$ cat config.mk
export PLATFORM = sky130hd
export DESIGN_NAME = fetch_ctrl
export DESIGN_NICKNAME = d
export VERILOG_FILES = /design/src/rtl/fetch_ctrl.sv
export SDC_FILE = /design/constraint.sdc
export NUM_CORES = 1
export LEC_CHECK = 0
export ABC_AREA = 1
export CAP_MARGIN = 20
export CELL_PAD_IN_SITES_DETAIL_PLACEMENT = 0
export CELL_PAD_IN_SITES_GLOBAL_PLACEMENT = 1
export CORE_MARGIN = 3
export CORE_UTILIZATION = 49
export CTS_CLUSTER_SIZE = 14
export DETAILED_ROUTE_END_ITERATION = 10
export PLACE_DENSITY_LB_ADDON = 0.05
export SLEW_MARGIN = 20
export SYNTH_ARGS = -nofsm -noshare
export SYNTH_HDL_FRONTEND = slang
export SYNTH_SLANG_ARGS = --single-unit
$ cat constraint.sdc
create_clock -name clk -period 10.2 [get_ports clk]
set_input_delay 1.53 -clock clk [delete_from_list [all_inputs] [get_ports clk]]
set_output_delay 1.53 -clock clk [all_outputs]
set_load 0.05 [all_outputs]
$ cat src/rtl/fetch_ctrl.sv
// fetch_ctrl: sequences the fetch PC against a handshaked instruction memory.
// It issues one request per accepted PC, tags each in-flight request with its
// PC, and buffers responses in an in-order FIFO for decode. After a redirect,
// responses that are still in flight are drained and discarded.
// Optional build macro: FETCH_CTRL_PERF_EN adds the perf_stall_cycles and
// perf_dropped counters.
module fetch_ctrl #(
  parameter int DEPTH     = 4,
  parameter int MAX_OUTST = 2
) (
  input  logic        clk,
  input  logic        reset,
  input  logic [31:0] pc,
  input  logic        mispred,
  output logic        stall,
  output logic        imem_req_valid,
  input  logic        imem_req_ready,
  output logic [31:0] imem_req_addr,
  input  logic        imem_resp_valid,
  input  logic [31:0] imem_resp_data,
  output logic        dec_valid,
  input  logic        dec_ready,
  output logic [31:0] dec_inst,
  output logic [31:0] dec_pc
`ifdef FETCH_CTRL_PERF_EN
  ,
  output logic [31:0] perf_stall_cycles,
  output logic [31:0] perf_dropped
`endif
);

  localparam int FPW = $clog2(DEPTH);
  localparam int CW  = FPW + 1;
  localparam int TPW = (MAX_OUTST > 1) ? $clog2(MAX_OUTST) : 1;
  localparam int OW  = $clog2(MAX_OUTST + 1);

  typedef enum logic [0:0] {
    RUN   = 1'b0,
    DRAIN = 1'b1
  } state_t;

  state_t         state, state_nxt;

  // outst counts every in-flight request, including those to be dropped
  logic [OW-1:0]  outst, outst_nxt;
  logic [OW-1:0]  drop, drop_nxt;

  logic [CW-1:0]  fifo_count, fifo_count_nxt;
  logic [FPW-1:0] fifo_rd, fifo_wr;
  logic [TPW-1:0] tag_rd, tag_wr;

  logic [31:0]    fifo_inst [DEPTH];
  logic [31:0]    fifo_pc   [DEPTH];
  logic [31:0]    tag_mem   [MAX_OUTST];

  logic           can_req;
  logic           req_fire;
  logic           resp_keep;
  logic           fifo_push;
  logic           fifo_pop;
  logic           fifo_empty;
  logic           fifo_full;

  // The tag queue need not be a power of two, so wrap explicitly
  function automatic logic [TPW-1:0] tag_inc(input logic [TPW-1:0] p);
    if (p == TPW'(MAX_OUTST - 1)) return '0;
    return p + TPW'(1);
  endfunction

  // Credit rule: every outstanding request owns a FIFO slot, so a kept
  // response always finds space
  assign can_req = !mispred
                && (32'(outst) < 32'(MAX_OUTST))
                && ((32'(fifo_count) + 32'(outst)) < 32'(DEPTH));

  assign imem_req_valid = !reset && can_req;
  assign imem_req_addr  = pc;
  assign req_fire       = imem_req_valid && imem_req_ready;

  // A redirect must let the PC register load commit_pc, so stall drops then
  assign stall = reset || (!req_fire && !mispred);

  assign fifo_empty = (fifo_count == '0);
  assign fifo_full  = (fifo_count == CW'(DEPTH));

  assign dec_valid = !fifo_empty && !mispred;
  assign fifo_pop  = dec_valid && dec_ready;

  // Responses are kept only on the correct path; a response in the redirect
  // cycle itself is wrong-path
  assign resp_keep = imem_resp_valid && (state == RUN) && !mispred;
  assign fifo_push = resp_keep;

  // Head data is forced to zero when empty so decode never sees stale words
  assign dec_inst = fifo_empty ? '0 : fifo_inst[fifo_rd];
  assign dec_pc   = fifo_empty ? '0 : fifo_pc[fifo_rd];

  // Next-state for the drain FSM, credit counter and FIFO occupancy
  always_comb begin
    state_nxt      = state;
    drop_nxt       = drop;
    outst_nxt      = outst + OW'(req_fire) - OW'(imem_resp_valid);
    fifo_count_nxt = fifo_count;
    if (mispred) begin
      // Everything still in flight is wrong-path; a beat arriving now is
      // discarded directly and so is not counted again
      drop_nxt       = outst - OW'(imem_resp_valid);
      state_nxt      = (drop_nxt != '0) ? DRAIN : RUN;
      fifo_count_nxt = '0;
    end else begin
      if ((state == DRAIN) && imem_resp_valid) begin
        drop_nxt = drop - OW'(1);
        if (drop_nxt == '0) state_nxt = RUN;
      end
      fifo_count_nxt = fifo_count + CW'(fifo_push) - CW'(fifo_pop);
    end
  end

  // FSM state register
  always_ff @(posedge clk) begin
    if (reset) state <= RUN;
    else       state <= state_nxt;
  end

  // Counters and queue pointers
  always_ff @(posedge clk) begin
    if (reset) begin
      outst      <= '0;
      drop       <= '0;
      fifo_count <= '0;
      fifo_rd    <= '0;
      fifo_wr    <= '0;
      tag_rd     <= '0;
      tag_wr     <= '0;
    end else begin
      outst      <= outst_nxt;
      drop       <= drop_nxt;
      fifo_count <= fifo_count_nxt;
      if (mispred) begin
        fifo_rd <= '0;
        fifo_wr <= '0;
      end else begin
        if (fifo_push) fifo_wr <= fifo_wr + FPW'(1);
        if (fifo_pop)  fifo_rd <= fifo_rd + FPW'(1);
      end
      // Tags survive a redirect so they stay aligned with in-flight beats
      if (req_fire)        tag_wr <= tag_inc(tag_wr);
      if (imem_resp_valid) tag_rd <= tag_inc(tag_rd);
    end
  end

  // Tag storage: the PC of each accepted request
  always_ff @(posedge clk) begin
    if (req_fire) tag_mem[tag_wr] <= pc;
  end

  // FIFO storage: instruction word paired with its tag PC
  always_ff @(posedge clk) begin
    if (fifo_push) begin
      fifo_inst[fifo_wr] <= imem_resp_data;
      fifo_pc[fifo_wr]   <= tag_mem[tag_rd];
    end
  end

`ifdef FETCH_CTRL_PERF_EN
  // Stall-cycle and discarded-response counters, wrapping at 2^32
  always_ff @(posedge clk) begin
    if (reset) begin
      perf_stall_cycles <= '0;
      perf_dropped      <= '0;
    end else begin
      if (stall) perf_stall_cycles <= perf_stall_cycles + 32'd1;
      if (imem_resp_valid && !resp_keep) perf_dropped <= perf_dropped + 32'd1;
    end
  end
`endif

  // The credit rule makes a push into a full FIFO impossible
  assert property (@(posedge clk) disable iff (reset) !(fifo_push && fifo_full));

endmodule

Word-level counts from Yosys, hierarchy flattened
Memory sizes are Yosys's and may differ from the RTL's. A register that Yosys moved wholly into a read port is not among the register bits.
Index checks and enable logic that the tools add are counted.
{ "classes": {"n_mux": 28, "order_cmp": 2, "addsub": 11, "n_bitwise": 1, "reduce_logical": 22} }
{ "ops": {"columns": ["cell", "count"], "rows": [
  ["2-to-1 mux 32 bit", 2],
  ["2-to-1 mux 1 bit", 20],
  ["2-to-1 mux 2 bit", 6],
  ["logical AND 1 bit", 10],
  ["nonzero test 2 bit", 3],
  ["adder 2 x 1 -> 2 bit (second input constant)", 2],
  ["adder 3 x 2 -> 4 bit", 1],
  ["zero test 1 bit", 4],
  ["< comparator 4 x 3 -> 1 bit (second input constant)", 1],
  ["subtractor 2 x 1 -> 2 bit", 2],
  ["adder 3 x 1 -> 3 bit", 1],
  ["zero test 3 bit", 1],
  ["subtractor 3 x 1 -> 3 bit", 1],
  ["adder 1 bit (second input constant)", 2],
  ["adder 2 x 1 -> 2 bit", 1],
  ["zero test 2 bit", 1],
  ["< comparator 2 bit (second input constant)", 1],
  ["AND reduction 2 bit", 1],
  ["OR reduction 2 bit", 1],
  ["subtractor 2 x 1 -> 2 bit (second input constant)", 1],
  ["logical OR 1 bit", 1],
  ["NOT 1 bit", 1]
]} }
{ "word_totals": {"regBits": 14, "output_inout_bits": 99, "inputBits": 70, "ramBits": 320, "memories": 3} }
{ "memory_table": {"columns": ["memory", "depth", "word_bits", "rd", "rd_ports_with_merged_regs", "wr", "line_no", "rtl"], "rows": [
  ["fifo_inst", 4, 32, 1, 1, 1, "52", "logic [31:0] fifo_inst [DEPTH];"],
  ["fifo_pc", 4, 32, 1, 1, 1, "53", "logic [31:0] fifo_pc [DEPTH];"],
  ["tag_mem", 2, 32, 1, 1, 1, "54", "logic [31:0] tag_mem [MAX_OUTST];"]
]} }

Depth between registers and ports, before layout
Gate-level depths: netlist of the first run.
{ "depth": {"depth_word": 8, "mapped_depth": 11, "mapped_depth_nobuf": 11} }

Worst setup path after synthesis of the first run
OpenSTA, ideal clock, no wires.
{ "synth_path": {"kind": "input to register", "from": "input port mispred", "to": "memory fifo_inst[0][0], enable pin", "stages": 3, "arrival_ps": 4510, "slack_ps": 5204, "setup_ps": 487, "cell_sequence": "inv_2 -> nand3b_2 -> nor2_1"} }
{ "synth_via": {"elab_chain_cells": 4} }
{ "synth_rtl": {"columns": ["element", "line_no", "rtl"], "rows": [
  ["from (decl)", "14", "input logic mispred,"],
  ["zero test 1 bit", "91", "assign resp_keep = imem_resp_valid && (state == RUN) && !mispred;"],
  ["logical AND 1 bit", "91", null],
  ["2-to-1 mux 1 bit", "159", "if (fifo_push) begin"],
  ["2-to-1 mux 1 bit (implied by the code)", "160", "fifo_inst[fifo_wr] <= imem_resp_data;"],
  ["to (decl)", "52", null]
]} }
Every way passes these cells.

==> results of run 1 <==
-- routing by layer --
layer / GRT usage (%) / vias to the layer above / share of wire (%)
met4: 4.41 / 0 / 1.8
met5: 0 / - / 0
met2: 30.5 / 196 / 47
met1: 25.4 / 3736 / 46
li1: - / 3791 / -
met3: 3.44 / 42 / 4.9
-- synthesized netlist by cell type (5+ instances only) --
cell        n
a21oi_1    73
ha_1       11
o21ai_0   126
buf_2      16
dfxtp_1    17
o21ai_1     8
buf_1       5
buf_6      12
nand2_1    15
edfxtp_1  320
buf_4      36
nor2_1    273
inv_1      23
clkbuf_1   15
mux2_2     30
-- through the flow --
step / setup slack (ps) / std cells
2_1_floorplan: 5200 / 1002
3_3_place_gp: 5170 / 1431
3_5_place_dp: 5090 / 1431
4_1_cts: 4750 / 1495
5_1_grt: 4490 / 1495
6_report: 4820 / 1495
-- worst reg2reg max path, delay by kind of cell, from the launching register on --
family,cells,cell delay [ps]
buf+inv,1,630
simple gates,2,1270
flops,1,330
-- area by class of cell --
class	count	area, um^2
Inverter	26	98.8
Fill cell	2076	10300
Clock inverter	20	161
Clock buffer	44	952
Sequential cell	337	9960
Multi-Input combinational cell	555	2790
Tap cell	335	419
Timing Repair Buffer	178	1760
-- flip-flops by register name, summed over array words and instances (netlist names), named ones only --
signal      count
fifo_inst     128
state           1
tag_wr          1
outst           2
fifo_wr         2
tag_rd          1
drop            2
tag_mem        64
fifo_pc       128
fifo_count      3
fifo_rd         2
-- cells by family after synthesis --
group | after synthesis | synth area share, %
xor gates and xnor gates | 5 | 0.328
adders and majority gates | 12 | 1.18
AOI/OAI and AO/OA | 209 | 7.86
and+or+nand+nor | 297 | 8.52
buffers and inverters | 110 | 4.93
muxes | 32 | 2.70
DFF | 337 | 74.5
-- path summary, 6_finish.rpt --
kind / startpoint / end / slack (ps)
hold / removal: fifo_rd[1] / flop / 500
hold reg to reg: fifo_rd[1] / flop / 500
setup reg to reg: state / fifo_inst[2][25] / 7600
setup / recovery: flop / dec_inst[21] / 4820
-- report_power, final --
group / switching [mW] / internal (mW) / total (mW)
combinational: 0.152 / 0.0845 / 0.236
sequential: 0.0143 / 1.55 / 1.56
clock: 0.485 / 0.736 / 1.22
total: 0.651 / 2.37 / 3.02
==> metrics.txt, run 1 <==
Root Buffer=clkbuf_16; Top delay family on crit path=buffers and inverters; largest cells by area after synthesis=edfxtp_1 (72%), nor2_1 (7.7%), o21ai_0 (4.7%), a21oi_1 (2.7%), dfxtp_1 (2.5%); initial antenna violation count=0; # rows=59; core area=26400 um^2; Slew Limit Fails=0; final global-route overflow total=0; CP max FO=80; Detail Placement HPWL=between 10000 and 15000 um; Worst Path Required=between 8000 and 9000 ps; Yosys reg bits=337; synthesized area=approximately 13000 um^2; Max stage delay on crit path=between 700 and 800 ps; worst min-delay path class=reg2reg; final setup violation count=0; Yosys cell types=27; layout cells sized above 1=roughly 8.7%; Hold Crit Depth=2; io pins=between 150 and 200; Critical Path Sink Type=output pin; CP arrival=about 3900 ps; Final Cell Area=16100 um^2; register area share after synthesis=between 70 and 80%; die area=29300 um^2; post-cts repair resize count=0; cells along the critical path=clkinv_2 > buf_4 > o21ai_0 > a21oi_1 > clkdlybuf4s50_1; Mapped Avg Cell Area=between 10 and 15 um^2; first-pass GRT wire length=41700 um; slowest cell on the critical path=dfxtp_4; Initial Util=about half; crit path time final=about 5400 ps; RSZ-0062 raised after global routing=false; critical path class=reg2out; CTS tree=built; via count=a little under 8000; pwr dens=about 190 nW/um^2; Async S/R FF share, synth=0%; Clock Latency Late Sink=roughly 500 ps; commonest non-fill, non-tap cell in the layout=edfxtp_1; utilization after layout=~60%; run status=complete, no violations; f_max=0.186 GHz; via/cell ratio=a little over 5; area delta synth->final=20.8%; CTS hold repair buffers=0; worst vdd ir=about 0.13 mV; Top FF cell, synth=edfxtp_1; fin nets=~1200; DIE HEIGHT=approximately 170 um; EDFF count, synth=between 300 and 400; Iteration-0 DRC Markers=496; Pleak=about 5.4 nW; clock-pin slew on the worst setup and hold paths=around 60 ps; Max-slew headroom=29.3%; syn nets=between 1000 and 1500; Buf+Inv Stages, Crit Path=3; critical path depth in cells=5; GRT Total Usage=18.4%; Startpoint Class=flop; Port Buffers=about 170; largest net degree at the start of global routing=between 80 and 90; CTS max path bufs=3; Post-Route Skew=approximately 11 ps; # Post-CTS Setup Buffers=0; iteration count of the initial detailed-routing pass=4; worst slew pin tran=between 1000 and 1500 ps; vias in the first global route=7611; final hold violation count=0; total number of yosys warnings=0; RD Place Congestion=0.736; antenna fix cells=0; Yosys top cell area share=a little over 70%; total CTS buffers=36; most frequent cells in the layout=edfxtp_1 (320), nor2_1 (268), clkdlybuf4s50_1 (168); Cell Area, Placed=around 15000 um^2; crit share post-route=a little over half; Die W=171 um; Setup TNS=0 ps; hold slack final=about 500 ps; Max Cap Viol=0; CTS H-tree depth=2; DRC Markers=0; top cell type by total area after synthesis=edfxtp_1; overall power=approximately 3.0 mW; R2R cell count=3; Syn Inst Count=approximately 1000; DRT Wirelength=26700 um; routed len/inst=~18 um; Routed Antenna Nets=0; Sinks on Clock Net=roughly 340
Power figures use the tool's default switching activity.
==> run 2, diff against run 1 <==
--- a/config.mk
+++ b/config.mk
@@ -10,7 +10,7 @@
 export CELL_PAD_IN_SITES_DETAIL_PLACEMENT = 0
 export CELL_PAD_IN_SITES_GLOBAL_PLACEMENT = 1
 export CORE_MARGIN = 3
-export CORE_UTILIZATION = 49
+export CORE_UTILIZATION = 45
 export CTS_CLUSTER_SIZE = 14
 export DETAILED_ROUTE_END_ITERATION = 10
 export PLACE_DENSITY_LB_ADDON = 0.05
==> constraint.sdc (replaced) <==
create_clock -name clk -period 5.55 [get_ports clk]
set_input_delay 0.8325 -clock clk [delete_from_list [all_inputs] [get_ports clk]]
set_output_delay 0.8325 -clock clk [all_outputs]
set_load 0.05 [all_outputs]
==> run 2 against run 1 <==
Effect of this change: combinational power rose by 86%; worst setup slack got worse by 3700 ps; sequential power up 84%; via count grew 0.76%; final area up 1.0%; critical path depth is 2 higher; clock skew rose by 3.2 ps.
==> metrics.txt, run 2 (synthesis results as in run 1) <==
switching power total=approximately 1.2 mW; largest net degree at the start of global routing=about 80; Startpoint Class=flop; CP max FO=74; die area=around 32000 um^2; vias in the first global route=approximately 8000; area delta synth->final=22.0%; cells along the critical path=buf_4 > buf_4 > nor2_1 > nor2_1 > o21ai_0 > a21oi_1 > clkdlybuf4s50_1; io pins=169; RD Place Congestion=roughly 0.70; # Post-CTS Setup Buffers=0; initial antenna violation count=0; Routed Antenna Nets=0; Top delay family on crit path=buffers and inverters; Setup TNS=0 ps; slowest cell on the critical path=clkdlybuf4s50_1; total CTS buffers=37; pwr dens=between 300 and 400 nW/um^2; Hold Crit Depth=2; hold_sp=fifo_rd[1]; final setup violation count=0; RSZ-0062 raised after global routing=false; clock power share=41.1%; reg2reg start=state; Max Cap Viol=0; Die W=between 150 and 200 um; R2R cell count=3; Max stage delay on crit path=between 800 and 900 ps; worst slew pin tran=between 1000 and 1500 ps; Net Sw Frac=a little over a fifth; CTS tree=built; post-cts repair resize count=0; final hold violation count=0; Slew Limit Fails=0; Iteration-0 DRC Markers=between 500 and 600; Reg power frac=~51%; CTS H-tree depth=2; CTS max path bufs=3; # rows=62; worst vdd ir=a little over 0.2 mV; Pleak=roughly 5.5 nW; iteration count of the initial detailed-routing pass=4; via count=7824; Int Power=4.40 mW; f_max=approximately 0.23 GHz; worst min-delay path class=reg2reg; Largest regs=fifo_inst: 128 flops, fifo_pc: 128 flops, tag_mem: 64 flops; Worst Path Required=between 4000 and 5000 ps; first-pass GRT wire length=about 43000 um; Buf+Inv Stages, Crit Path=3; Port Buffers=168; CP arrival=about 3600 ps; Root Buffer=clkbuf_16; final global-route overflow total=0; FF-to-FF setup slack=3310 ps; Detail Placement HPWL=about 15000 um; clock-pin slew on the worst setup and hold paths=50 ps; critical path class=reg2out; Clock Latency Late Sink=about 520 ps; crit path time final=between 4000 and 5000 ps; DRT Wirelength=28200 um; antenna fix cells=0; GRT Total Usage=between 15 and 20%; overall power=approximately 5.6 mW; layout cells sized above 1=around a tenth; routed len/inst=around 18 um; fin nets=between 1000 and 1500; Initial Util=about 46%; Max-slew headroom=29.4%; Post-Route Skew=around 14 ps; DIE HEIGHT=between 150 and 200 um; run status=complete, no violations; Gate power share=7.8%; Sinks on Clock Net=approximately 340; Critical Path Sink Type=output pin; DRC Markers=0; most frequent cells in the layout=edfxtp_1 (320), nor2_1 (268), clkdlybuf4s50_1 (168); core area=around 29000 um^2; via/cell ratio=about 5.1; R2R Path End=fifo_inst[2][17]; commonest non-fill, non-tap cell in the layout=edfxtp_1; CTS hold repair buffers=0; crit share post-route=around four fifths
==> run 2: changes by cell type in the layout (fill, tap and decap cells not counted), moves of 2 or more <==
| cell | previous run | this run |
|---|---|---|
| clkinv_1 | 12 | 3 |
| buf_12 | 0 | 4 |
| clkbuf_1 | 7 | 4 |
| buf_4 | 10 | 8 |
| clkbuf_16 | 37 | 39 |
| clkbuf_8 | 0 | 2 |
| clkinv_2 | 7 | 9 |
==> run 2: power by group through the flow <==
stage          combinational, mW  clock (mW)  sequential (mW)
6_report                   0.440        2.32             2.87
5_1_grt                    0.476        2.48             2.88
4_1_cts                    0.446        2.38             2.87
3_5_place_dp               0.444           0             2.93
3_3_place_gp               0.441           0             2.93
2_1_floorplan              0.282           0             2.92
==> run 2: through the flow <==
step	setup slack [ps]	instances	util, %	cell area (um^2)	hold slack, ps
after floorplan	1250	1002	-	13400	472
after global placement	1650	1481	52.1	15100	492
after detailed placement	1640	1481	52.1	15100	489
after CTS	1080	1541	56.1	16300	499
after global routing	823	1542	56.2	16300	528
final	1130	1542	56.2	16300	497
==> run 2: layout make-up <==
class / instances / area, um^2
inverter: 26 / 98.8
tap: 384 / 480
clock buffer: 45 / 1020
multi-input combinational: 555 / 2790
clock inverter: 15 / 135
fill: 2399 / 12700
sequential: 337 / 9960
timing repair buffer: 180 / 1820
==> run 2: worst max-delay path by stage <==
| stage | start | to | slack (ps) | cells after the start |
|---|---|---|---|---|
| CTS | flop | dec_inst[16] | 1080 | 7 |
| global placement | flop | dec_inst[16] | 1650 | 7 |
| floorplan | mispred | fifo_inst[0][0] | 1250 | 3 |
| global route | flop | dec_inst[15] | 820 | 7 |
| detailed placement | flop | dec_inst[16] | 1640 | 7 |
| finish | flop | dec_inst[21] | 1130 | 7 |
==> run 2: layer usage <==
metal  wire length, um  global-route usage (%)
met5                 0                       0
met4               576                    5.42
met3              1340                    2.94
met2             13400                    29.3
met1             12900                    24.4
==> run 2: tightest hold or removal path: cells and delay by family (launching register included) <==
| kind | cells | cell delay, ps |
|---|---|---|
| flops | 1 | 320 |
| compound gates | 1 | 70 |
| simple gates | 1 | 60 |
==> run 3, diff against run 2 <==
==> constraint.sdc (replaced) <==
create_clock -name clk -period 4.16 [get_ports clk]
set_input_delay 0.624 -clock clk [delete_from_list [all_inputs] [get_ports clk]]
set_output_delay 0.624 -clock clk [all_outputs]
set_load 0.05 [all_outputs]
==> run 3 against run 2 <==
Effect of this change: sequential share of layout area up 0.37 points; critical path depth decreased by 1; sequential power up 33%; worst hold slack improved by 9.6 ps; clock power is 22% higher; combinational power rose by 33%; die area is the same; wire length fell by 1.1%; count of clock-buffer cells in the layout is 6 higher; first-iteration DRC count decreased by 7.1%; via count rose by 0.20%; critical endpoint is now dec_pc[24].
==> metrics.txt, run 3 (synthesis results as in run 1) <==
antenna fix cells=0; largest net degree at the start of global routing=129; crit share post-route=approximately 85%; Initial Util=a little under half; Post-Route Skew=12.0 ps; GRT Total Usage=roughly 18%; CP max FO=around 130; CTS max path bufs=3; Port Buffers=roughly 170; CTS H-tree depth=2; # rows=62; CTS hold repair buffers=0; worst vdd ir=just under 0.3 mV; final hold violation count=0; routed len/inst=roughly 18 um; DRT Wirelength=27900 um; run status=complete, no violations; pwr dens=448 nW/um^2; total CTS buffers=37; filler cell count=between 2000 and 2500; layout cells sized above 1=under 10%; worst slack, placed=886 ps; Final Cell Area=between 15000 and 20000 um^2; met2 wire length=around 14000 um; RSZ-0062 raised after global routing=false; # Post-CTS Setup Buffers=0; CTS tree=built; Worst Path Required=~3500 ps; R2R Path End=fifo_count[2]; via count=just under 8000; io pins=169; reg2reg start=state; Die W=between 150 and 200 um; final setup violation count=0; Max-slew headroom=between 30% and 40%; DIE HEIGHT=178 um; Pleak=5.43 nW; die area=between 30000 and 40000 um^2; hold_sp=fifo_rd[1]; highest routed layer=met4; Clock Latency Late Sink=500 ps; CP arrival=slightly below 3000 ps; most frequent cells in the layout=edfxtp_1 (320), nor2_1 (268), clkdlybuf4s50_1 (168); post-cts repair resize count=0; Iteration-0 DRC Markers=472; first-pass GRT wire length=~43000 um; worst min-delay path class=reg2reg; Max Cap Viol=0; FF-to-FF setup slack=1940 ps; Slew Limit Fails=0; Sinks on Clock Net=337; iteration count of the initial detailed-routing pass=5; post-route setup slack=a little over 600 ps; Largest regs=fifo_inst: 128 flops, fifo_pc: 128 flops, tag_mem: 64 flops; R2R cell count=8; M1 WL=roughly 12000 um; Detail Placement HPWL=about 15000 um; worst slew pin tran=approximately 940 ps; final global-route overflow total=0; DRC Markers=0; area delta synth->final=21.3%; Startpoint Class=flop; via/cell ratio=5.07; critical path class=reg2out; Hold Crit Depth=2; core area=just under 30000 um^2; Routed Antenna Nets=0; f_max=0.282 GHz; Cell Area, Placed=~15000 um^2; clock-pin slew on the worst setup and hold paths=about 60 ps; vias in the first global route=approximately 7900; Setup TNS=0 ps; wire length on met3=1290 um; initial antenna violation count=0; fin nets=around 1200; Critical Path Sink Type=output pin; RD Place Congestion=around 0.73; commonest non-fill, non-tap cell in the layout=edfxtp_1; Root Buffer=clkbuf_16; crit path time final=3540 ps; hold slack final=507 ps
## run 3: changes by cell type in the layout (fill, tap and decap cells not counted), moves of 2 or more
cell	previous run	this run
buf_4	8	14
bufinv_16	2	0
clkbuf_1	4	13
clkbuf_16	39	37
clkinv_1	3	5
clkinv_2	9	3
## run 3: worst max-delay path by stage
| stage | start | end | slack [ps] | depth (start not counted) |
|---|---|---|---|---|
| after floorplan | mispred | fifo_inst[0][0] | 70 | 3 |
| after global placement | reset | stall | 910 | 8 |
| after detailed placement | reset | stall | 890 | 8 |
| after CTS | fifo_count[1] | dec_inst[1] | 620 | 6 |
| after global routing | flop | dec_pc[24] | 460 | 6 |
| final | flop | dec_pc[24] | 620 | 6 |
## run 3: critical path, cell delays in order (launching register included)
cell	delay, ps
dfxtp_4	360
buf_12	390
nor2_1	110
nor2_1	100
o21ai_0	90
a21oi_1	320
clkdlybuf4s50_1	890
## run 3: through the flow
stage          total power, mW  std cells  util, %
3_3_place_gp              4.49       1487     52.3
4_1_cts                   7.34       1546     55.8
6_report                  7.25       1546     55.8
3_5_place_dp              4.50       1487     52.3
5_1_grt                   7.52       1546     55.8
2_1_floorplan             4.27       1002        -
## run 3: report_power, final
part / total (mW) / internal [mW] / switching, mW / leakage, nW
clock: 2.83 / 1.65 / 1.18 / 0.502
sequential: 3.83 / 3.80 / 0.0336 / 3.04
combinational: 0.587 / 0.212 / 0.376 / 1.89
total: 7.25 / 5.66 / 1.59 / 5.43
## run 3: routing by layer
layer	up-vias	global-route usage [%]
met2	179	30.1
met5	-	0
met4	0	4.55
met1	3825	23.8
met3	33	2.64
li1	3803	-
## run 3: area by class of cell
| cell class | instances | area, um^2 | area share, % |
|---|---|---|---|
| Sequential cell | 337 | 9960 | 61.5 |
| Multi-Input combinational cell | 555 | 2790 | 17.2 |
| Timing Repair Buffer | 185 | 1850 | 11.4 |
| Clock buffer | 51 | 988 | 6.10 |
| Tap cell | 384 | 480 | 2.97 |
| Inverter | 26 | 98.8 | 0.610 |
| Clock inverter | 8 | 42.5 | 0.263 |
